[config.mk]
export PLATFORM = sky130hd
export DESIGN_NAME = bp_me_bedrock_reg_bank
export DESIGN_NICKNAME = d
export VERILOG_FILES = /design/src/rtl/bp_me_bedrock_reg_bank.sv
export SDC_FILE = /design/constraint.sdc
export NUM_CORES = 1
export LEC_CHECK = 0
export ABC_AREA = 0
export BUFFER_PORTS_ARGS = -buffer_cell sky130_fd_sc_hd__buf_2
export CAP_MARGIN = 30
export CELL_PAD_IN_SITES_DETAIL_PLACEMENT = 0
export CELL_PAD_IN_SITES_GLOBAL_PLACEMENT = 1
export CORE_AREA = 2 2 165 167
export CTS_BUF_LIST = sky130_fd_sc_hd__clkbuf_2
export DETAILED_ROUTE_END_ITERATION = 7
export DIE_AREA = 0 0 167 169
export PLACE_DENSITY_LB_ADDON = 0.1
export SLEW_MARGIN = 20
export SYNTH_ARGS = -nofsm -noshare
export SYNTH_HDL_FRONTEND = slang
export SYNTH_SLANG_ARGS = --single-unit
export TNS_END_PERCENT = 10
[constraint.sdc]
create_clock -name clk_i -period 7.1 [get_ports clk_i]
set_input_delay 1.065 -clock clk_i [delete_from_list [all_inputs] [get_ports clk_i]]
set_output_delay 1.065 -clock clk_i [all_outputs]
set_load 0.01 [all_outputs]
[src/rtl/bp_me_bedrock_reg_bank.sv]
// Single-beat BedRock memory-endpoint register bank.
// Each mem_fwd request is decoded against els_p wildcard base addresses. The bank pulses
// a per-register read or write strobe and returns a one-entry registered mem_rev response.
// The BedRock header is self-contained here. It is packed LSB first as
// {payload, size[2:0], addr, subop[3:0], msg_type[3:0]}.
// Optional checks: define BP_ME_BEDROCK_REG_BANK_CHECK_EN to enable simulation-only
// $error checks on unmatched, multiply-matched or non-read/write requests.
module bp_me_bedrock_reg_bank #(
  parameter int unsigned paddr_width_p        = 40,
  parameter int unsigned payload_width_p      = 16,
  parameter int unsigned bedrock_fill_width_p = 64,
  parameter int unsigned reg_data_width_p     = 64,
  parameter int unsigned reg_addr_width_p     = 20,
  parameter int unsigned els_p                = 1,
  // Element 0 is the LSB slice; X/Z bits are don't-care.
  parameter logic [els_p*reg_addr_width_p-1:0] base_addr_p = '0,
  localparam int unsigned size_width_lp = $clog2($clog2(reg_data_width_p/8)) + 1,
  localparam int unsigned mem_header_width_lp = 4 + 4 + paddr_width_p + 3 + payload_width_p
) (
  input  logic                                clk_i,
  input  logic                                reset_i,
  input  logic [mem_header_width_lp-1:0]      mem_fwd_header_i,
  input  logic [bedrock_fill_width_p-1:0]     mem_fwd_data_i,
  input  logic                                mem_fwd_v_i,
  output logic                                mem_fwd_ready_and_o,
  output logic [mem_header_width_lp-1:0]      mem_rev_header_o,
  output logic [bedrock_fill_width_p-1:0]     mem_rev_data_o,
  output logic                                mem_rev_v_o,
  input  logic                                mem_rev_ready_and_i,
  output logic [els_p-1:0]                    r_v_o,
  output logic [els_p-1:0]                    w_v_o,
  output logic [reg_addr_width_p-1:0]         addr_o,
  output logic [size_width_lp-1:0]            size_o,
  output logic [reg_data_width_p-1:0]         data_o,
  input  logic [els_p*reg_data_width_p-1:0]   data_i
);

  localparam logic [3:0] e_bedrock_mem_rd    = 4'd0;
  localparam logic [3:0] e_bedrock_mem_wr    = 4'd1;
  localparam logic [3:0] e_bedrock_mem_uc_rd = 4'd2;
  localparam logic [3:0] e_bedrock_mem_uc_wr = 4'd3;

  localparam int unsigned addr_lsb_lp    = 8;
  localparam int unsigned size_lsb_lp    = 8 + paddr_width_p;
  localparam int unsigned lg_reg_bytes_lp = $clog2(reg_data_width_p/8);
  localparam int unsigned idx_width_lp   = $clog2(reg_data_width_p);

  logic [3:0]                      fwd_msg_type;
  logic [2:0]                      fwd_size;
  logic [2:0]                      size_clamped;
  logic                            accept;
  logic                            is_rd;
  logic                            is_wr;
  logic [els_p-1:0]                match;
  logic [reg_data_width_p-1:0]     sel_data;
  logic [bedrock_fill_width_p-1:0] rep_data;
  logic [bedrock_fill_width_p-1:0] rev_data_next;

  assign fwd_msg_type = mem_fwd_header_i[3:0];
  assign fwd_size     = mem_fwd_header_i[size_lsb_lp +: 3];
  assign addr_o       = mem_fwd_header_i[addr_lsb_lp +: reg_addr_width_p];
  assign size_o       = size_width_lp'(fwd_size);
  assign data_o       = mem_fwd_data_i[reg_data_width_p-1:0];

  assign mem_fwd_ready_and_o = ~reset_i & (~mem_rev_v_o | mem_rev_ready_and_i);
  assign accept = mem_fwd_v_i & mem_fwd_ready_and_o;
  assign is_rd  = (fwd_msg_type == e_bedrock_mem_rd) | (fwd_msg_type == e_bedrock_mem_uc_rd);
  assign is_wr  = (fwd_msg_type == e_bedrock_mem_wr) | (fwd_msg_type == e_bedrock_mem_uc_wr);

  // Constant base per element so X/Z bits act as wildcards in ==?.
  for (genvar i = 0; i < els_p; i++) begin : g_match
    localparam logic [reg_addr_width_p-1:0] base_lp = base_addr_p[i*reg_addr_width_p +: reg_addr_width_p];
    assign match[i] = (addr_o ==? base_lp);
  end

  assign r_v_o = {els_p{accept & is_rd}} & match;
  assign w_v_o = {els_p{accept & is_wr}} & match;

  // Read source is the lowest matching register.
  always_comb begin
    sel_data = '0;
    for (int i = els_p - 1; i >= 0; i--) begin
      if (match[i]) sel_data = data_i[i*reg_data_width_p +: reg_data_width_p];
    end
  end

  // Replicate the low (8 << size) bits across the fill width; oversize requests clamp.
  always_comb begin
    size_clamped = (fwd_size > 3'(lg_reg_bytes_lp)) ? 3'(lg_reg_bytes_lp) : fwd_size;
    rep_data     = '0;
    for (int j = 0; j < int'(bedrock_fill_width_p); j++) begin
      rep_data[j] = sel_data[idx_width_lp'(j & ((8 << size_clamped) - 1))];
    end
    rev_data_next = (is_rd & (|match)) ? rep_data : '0;
  end

  // Single response register; holds under back-pressure, reloads on every accept.
  always_ff @(posedge clk_i) begin
    if (reset_i) begin
      mem_rev_v_o      <= 1'b0;
      mem_rev_header_o <= '0;
      mem_rev_data_o   <= '0;
    end else if (accept) begin
      mem_rev_v_o      <= 1'b1;
      mem_rev_header_o <= mem_fwd_header_i;
      mem_rev_data_o   <= rev_data_next;
    end else if (mem_rev_ready_and_i) begin
      mem_rev_v_o      <= 1'b0;
    end
  end

`ifdef BP_ME_BEDROCK_REG_BANK_CHECK_EN
  // Flag accepted requests that the bank cannot service cleanly.
  always_ff @(posedge clk_i) begin
    if (!reset_i && accept) begin
      if (!(|match)) $error("reg_bank: access to unmapped address %h", addr_o);
      if ($countones(match) > 1) $error("reg_bank: address %h matches %b", addr_o, match);
      if (!(is_rd | is_wr)) $error("reg_bank: unsupported msg_type %0d", fwd_msg_type);
    end
  end
`else
  // Checks compiled out; behaviour is unchanged.
`endif

endmodule

Yosys cells after proc, flatten, opt, wreduce, memory -nomap -nowiden
Index checks and enable logic that the tools add are counted.
{ "classes": {"add_sub_neg": 1, "order_cmp": 64, "n_eq_ne": 3, "shift": 1, "muxes": 162, "n_bitwise": 12, "n_reduce_logical": 3} }
{ "op_table": {"columns": ["op", "n"], "rows": [
  ["< comparator 6 x 8 -> 1 bit, second input constant", 32],
  ["2-to-1 mux 64 bit", 2],
  ["< comparator 5 x 7 -> 1 bit, second input constant", 16],
  ["2-to-1 mux 1 bit", 102],
  ["binary-select mux 1 bit (select 3 bit)", 20],
  ["binary-select mux 1 bit (select 4 bit)", 15],
  ["< comparator 4 x 7 -> 1 bit, second input constant", 8],
  ["binary-select mux 1 bit (select 2 bit)", 15],
  ["binary-select mux 1 bit (select 5 bit)", 6],
  ["< comparator 3 x 7 -> 1 bit, second input constant", 4],
  ["zero test 20 bit", 1],
  ["< comparator 2 x 7 -> 1 bit, second input constant", 2],
  ["== test 4 x 2 -> 1 bit, second input constant", 2],
  ["AND 1 bit", 7],
  ["< comparator 1 x 7 -> 1 bit, second input constant", 1],
  ["binary-select mux 1 bit (select 6 bit)", 1],
  ["<< shifter 4 x 3 -> 6 bit, first input constant", 1],
  ["subtractor 6 x 2 -> 6 bit, second input constant", 1],
  ["== test 4 x 1 -> 1 bit, second input constant", 1],
  ["zero test 4 bit", 1],
  ["> comparator 3 x 2 -> 1 bit, second input constant", 1],
  ["2-to-1 mux 3 bit", 1],
  ["OR 1 bit", 3],
  ["NOT 1 bit", 2],
  ["nonzero test 2 bit", 1]
]} }
{ "word_totals": {"register_bits": 132, "in_bits": 199, "out_inout_bits": 222, "elab_cells": 249} }

Longest topological paths before layout
{ "depth": {"depth_word": 8, "ltp_mapped": 11, "ltp_nobuf": 8} }

Worst setup path before layout
Ideal clock, no wire load.
{ "synth_path": {"kind": "input to register", "start": "in mem_fwd_header_i[48]", "end": "reg mem_rev_data_o[60]", "setup_time_ps": 117, "arrival_ps": 3265, "required_ps": 6983, "slack_ps": 3719, "cell_stages": 10, "path_buffers": 4, "path_cell_list": "nor3_1 inv_1 clkbuf_1 ha_1 buf_2 buf_2 clkbuf_1 mux4_2 a32oi_1 nand2_1"} }
{ "synth_via": {"elab_chain_cells": 8} }
{ "synth_rtl": {"columns": ["element", "line_no", "text"], "rows": [
  ["start, declared", "22", "input logic [mem_header_width_lp-1:0] mem_fwd_header_i,"],
  ["> comparator 3 x 2 -> 1 bit", "89", "size_clamped = (fwd_size > 3'(lg_reg_bytes_lp)) ? 3'(lg_reg_bytes_lp) : fwd_size;"],
  ["2-to-1 mux 3 bit *", "89", null],
  ["<< shifter 4 x 3 -> 6 bit *", "92", "rep_data[j] = sel_data[idx_width_lp'(j & ((8 << size_clamped) - 1))];"],
  ["subtractor 6 x 2 -> 6 bit *", "92", null],
  ["binary-select mux 1 bit (select 4 bit) *", "92", null],
  ["2-to-1 mux 1 bit (not written as such) * (2 in a row)", "92", null],
  ["2-to-1 mux 64 bit *", "94", "rev_data_next = (is_rd & (|match)) ? rep_data : '0;"],
  ["end signal, assigned", "106", "mem_rev_data_o <= rev_data_next;"],
  ["end, declared", "27", "output logic [bedrock_fill_width_p-1:0] mem_rev_data_o,"]
]} }
Every way passes the cells marked *; elsewhere a longest branch is shown, timed or not. The select of a mux whose other input is x is not followed.
A chain may end at the register's enable or synchronous reset.

Final worst setup path
{ "layout_path": {"start": "in reset_i", "end": "out w_v_o"} }
{ "layout_via": {"elab_chain_cells": 5} }
{ "layout_rtl": {"columns": ["element", "line_no", "text"], "rows": [
  ["start, declared", "21", "input logic reset_i,"],
  ["NOT 1 bit", "65", "assign mem_fwd_ready_and_o = ~reset_i & (~mem_rev_v_o | mem_rev_ready_and_i);"],
  ["AND 1 bit", "65", null],
  ["AND 1 bit", "66", "assign accept = mem_fwd_v_i & mem_fwd_ready_and_o;"],
  ["AND 1 bit (2 in a row)", "77", "assign w_v_o = {els_p{accept & is_wr}} & match;"],
  ["end, declared", "31", "output logic [els_p-1:0] w_v_o,"]
]} }
No other way between the ends.

==> impl_metrics.ini <==
[timing]
max_slew_margin_pct = 41.8
hold_violations = 0
worstMarginPinSlew_ns = 0.873
tns_ns = 0
fmax_mhz = 266
layout_min_cycle_time_ns = 3.76
skew_ns = 0.0645
finalCritPeriodShare_pct = 52.9
finalWorstSetupSlack_ns = 3.34
finalMaxSlewViolations = 0
setup_viol = 0
rsz0062_at_grt = false

[clock_tree]
clock_latency_ns = 0.70
cts_tree = built
ctsHoldBuffers = 0
cts.sinks = 131
postCtsSetupBuffers = 0
cts_buffers = 17
root_buffer = clkbuf_2
cts_max_level = 4
clk_pin_slew_ns = 0.21
cts_buffer_depth = 2
cts-resized-gates = 0

[power_and_ir_drop]
p_switching_uw = 485
p_int_mw = 1.01
switching_share_pct = 32.4
p_leak_nw = 3.75
p_clk_share_pct = 30.4
peakVddDrop_uv = 69.8
seqPwrFrac_pct = 52.0
power_frac_comb_pct = 17.7
power.density_mw_per_mm2 = 193

[yosys]
synth-seq-cells = 131
yosysSeqAreaShare_pct = 40.8
synth_top_family_by_area = simple AND/OR/NAND/NOR gates
synth_fa_ha_area_share_pct = 0.194
ys_warn_count = 0
synth_fp_nets = 917
syn_area_mm2 = 0.00643
synth_xor_area_share_pct = 0.389
synth_compound_area_share_pct = 7.99
synth_cell_types = 30
synth_mux_area_share_pct = 13.3
yosys.area_share.simple_pct = 23.5
synth_cells = 717
syn_avg_cell_area_um2 = 8.97

[global_route]
grt_overflow_total = 0
grt_pass1_wl_um = 36000
grt_pass1_vias = 5703
antenna_found_initial = 5
grt_use_total_pct = 16.7
grt_max_degree = 75

[critical_path]
slowest_stage = buf_4
worst-path-buf-inv = 3
cpPeakStageDelay_ns = 0.62
critPathKind = primary input to primary output
crit_family = buffers and inverters
required_ns = 6.03
critPathLaunchType = primary input
path_max_fanout = 60
crit_path_frequent_cell = buf_4
endpoint_kind = primary output
cp_cell_sequence = buf_4, nand3b_1, buf_4, nor4_1, buf_2
worstPathArrival_ns = 2.69

[die]
initial_core_util_pct = 24.3
dieArea_mm2 = 0.0282
coreArea_mm2 = 0.0265
ios = 421
rows = 60
die_h_um = 169
die_x_um = 167

[cells_and_area]
area_growth_pct = 20.4
final_common_cell = buf_2
utilization_pct = 29.2
drive_above_1_share_pct = 42.7
finish.net_count = 1096
layout_common_cells = 291 x buf_2, 171 x nand2_1, 131 x dfxtp_1

[drt]
vias = 5670
routedWlPerCell_um = 19.1
drt-initial-drc-count = 265
route.detailed.drc = 0
first_pass_iters = 4
routed_wl_um = 24000
vias_per_cell = 4.53
ant_nets = 0

[place]
routabilityCongestion = 0.756
portBuffers = 292
dp_slack_ns = 2.92
dpl.hpwl_um = 17100

[hold_path]
hold_class = flop to flop

[job]
cap_viol_max_count = 0

[outcome]
status = finished, final reports clean
## kinds of logic (layout without fill, tap and decap cells)
group,Yosys count,count (layout)
buffers and inverters,142,333
muxes,53,53
AOI/OAI and AO/OA,68,68
DFF,131,131
and+or+nand+nor,320,320
xor gates and xnor gates,2,2
other,0,3
adders and majority gates,1,1
## worst register-to-register path: stages, from the launching register on
cell      delay [ns]
dfxtp_1         0.37
nand2b_1        0.09
nand3b_1        0.21
buf_4           0.62
buf_4           0.74
a22oi_1         0.28
nor2_1          0.12
## sequential cells by signal, summed over array words and instances (netlist names)
register and flops:
mem_rev_data_o 63, mem_rev_header_o 67, mem_rev_v_o 1
## per-layer routing
metal	part of all wire (%)	GRT usage, %	up-vias
li1	-	-	2729
met1	46	22.2	2632
met2	45	25.5	272
met3	8.0	5.68	31
met5	0.14	0	-
met4	1.6	4.95	6
## power groups by stage
stage                     Clock [mW]  Combinational, mW  Sequential, mW
final                          0.454              0.265           0.778
after floorplan                    0              0.174           0.806
after global routing           0.524              0.292           0.782
after CTS                      0.499              0.271           0.778
after detailed placement           0              0.271           0.792
after global placement             0              0.272           0.792
## synthesized netlist by cell type
cell type  number  area share [%]
nand2_1       171              10
dfxtp_1       131              41
buf_4          92              11
nand3b_1       67             7.8
nor2_1         62             3.6
a22oi_1        54             6.3
clkbuf_1       35             2.0
mux2_2         29             5.1
mux4_2         23             8.0
buf_2          11            0.86
a32oi_1         7            0.95
nand3_1         7            0.54
nor4_1          6            0.58
a21oi_1         3            0.23
buf_1           2            0.12
inv_1           2            0.12
nor2b_1         2            0.19
a211oi_1        1            0.12
a22o_1          1            0.14
ha_1            1            0.19
mux2i_1         1            0.16
nand2b_1        1           0.097
nand4_1         1           0.097
nor3_1          1           0.078
nor3b_2         1            0.19
nor4_4          1            0.33
o211ai_1        1            0.12
o41ai_1         1            0.14
xnor2_1         1            0.14
xor2_2          1            0.25
## per-stage QoR
step	instances	power (mW)	hold slack, ns	instance area [µm²]
after floorplan	717	0.980	0.481	6430
after global placement	1218	1.06	0.447	7520
after detailed placement	1218	1.06	0.445	7520
after CTS	1249	1.55	0.374	7740
after global routing	1251	1.60	0.380	7750
final	1252	1.50	0.466	7750
## area by class of cell
| cell class | instances | area (µm²) |
|---|---|---|
| tap | 341 | 427 |
| fill | 2890 | 18800 |
| multi-input combinational | 444 | 2940 |
| clock buffer | 18 | 90.1 |
| antenna | 3 | 7.51 |
| inverter | 2 | 7.51 |
| sequential | 131 | 2620 |
| clock inverter | 13 | 128 |
| timing repair buffer | 300 | 1520 |
## path summary, 6_finish.rpt
path	cells past startpoint	end	startpoint	slack, ns
worst max-delay path	5	w_v_o	reset_i	3.34
worst min register to register	2	mem_rev_header_o[0]	mem_rev_header_o[0]	0.47
worst min-delay path	2	mem_rev_header_o[0]	mem_rev_header_o[0]	0.47
worst max register to register	6	mem_rev_data_o[1]	mem_rev_v_o	4.63
No activity file was read; power rests on OpenSTA's default activity.
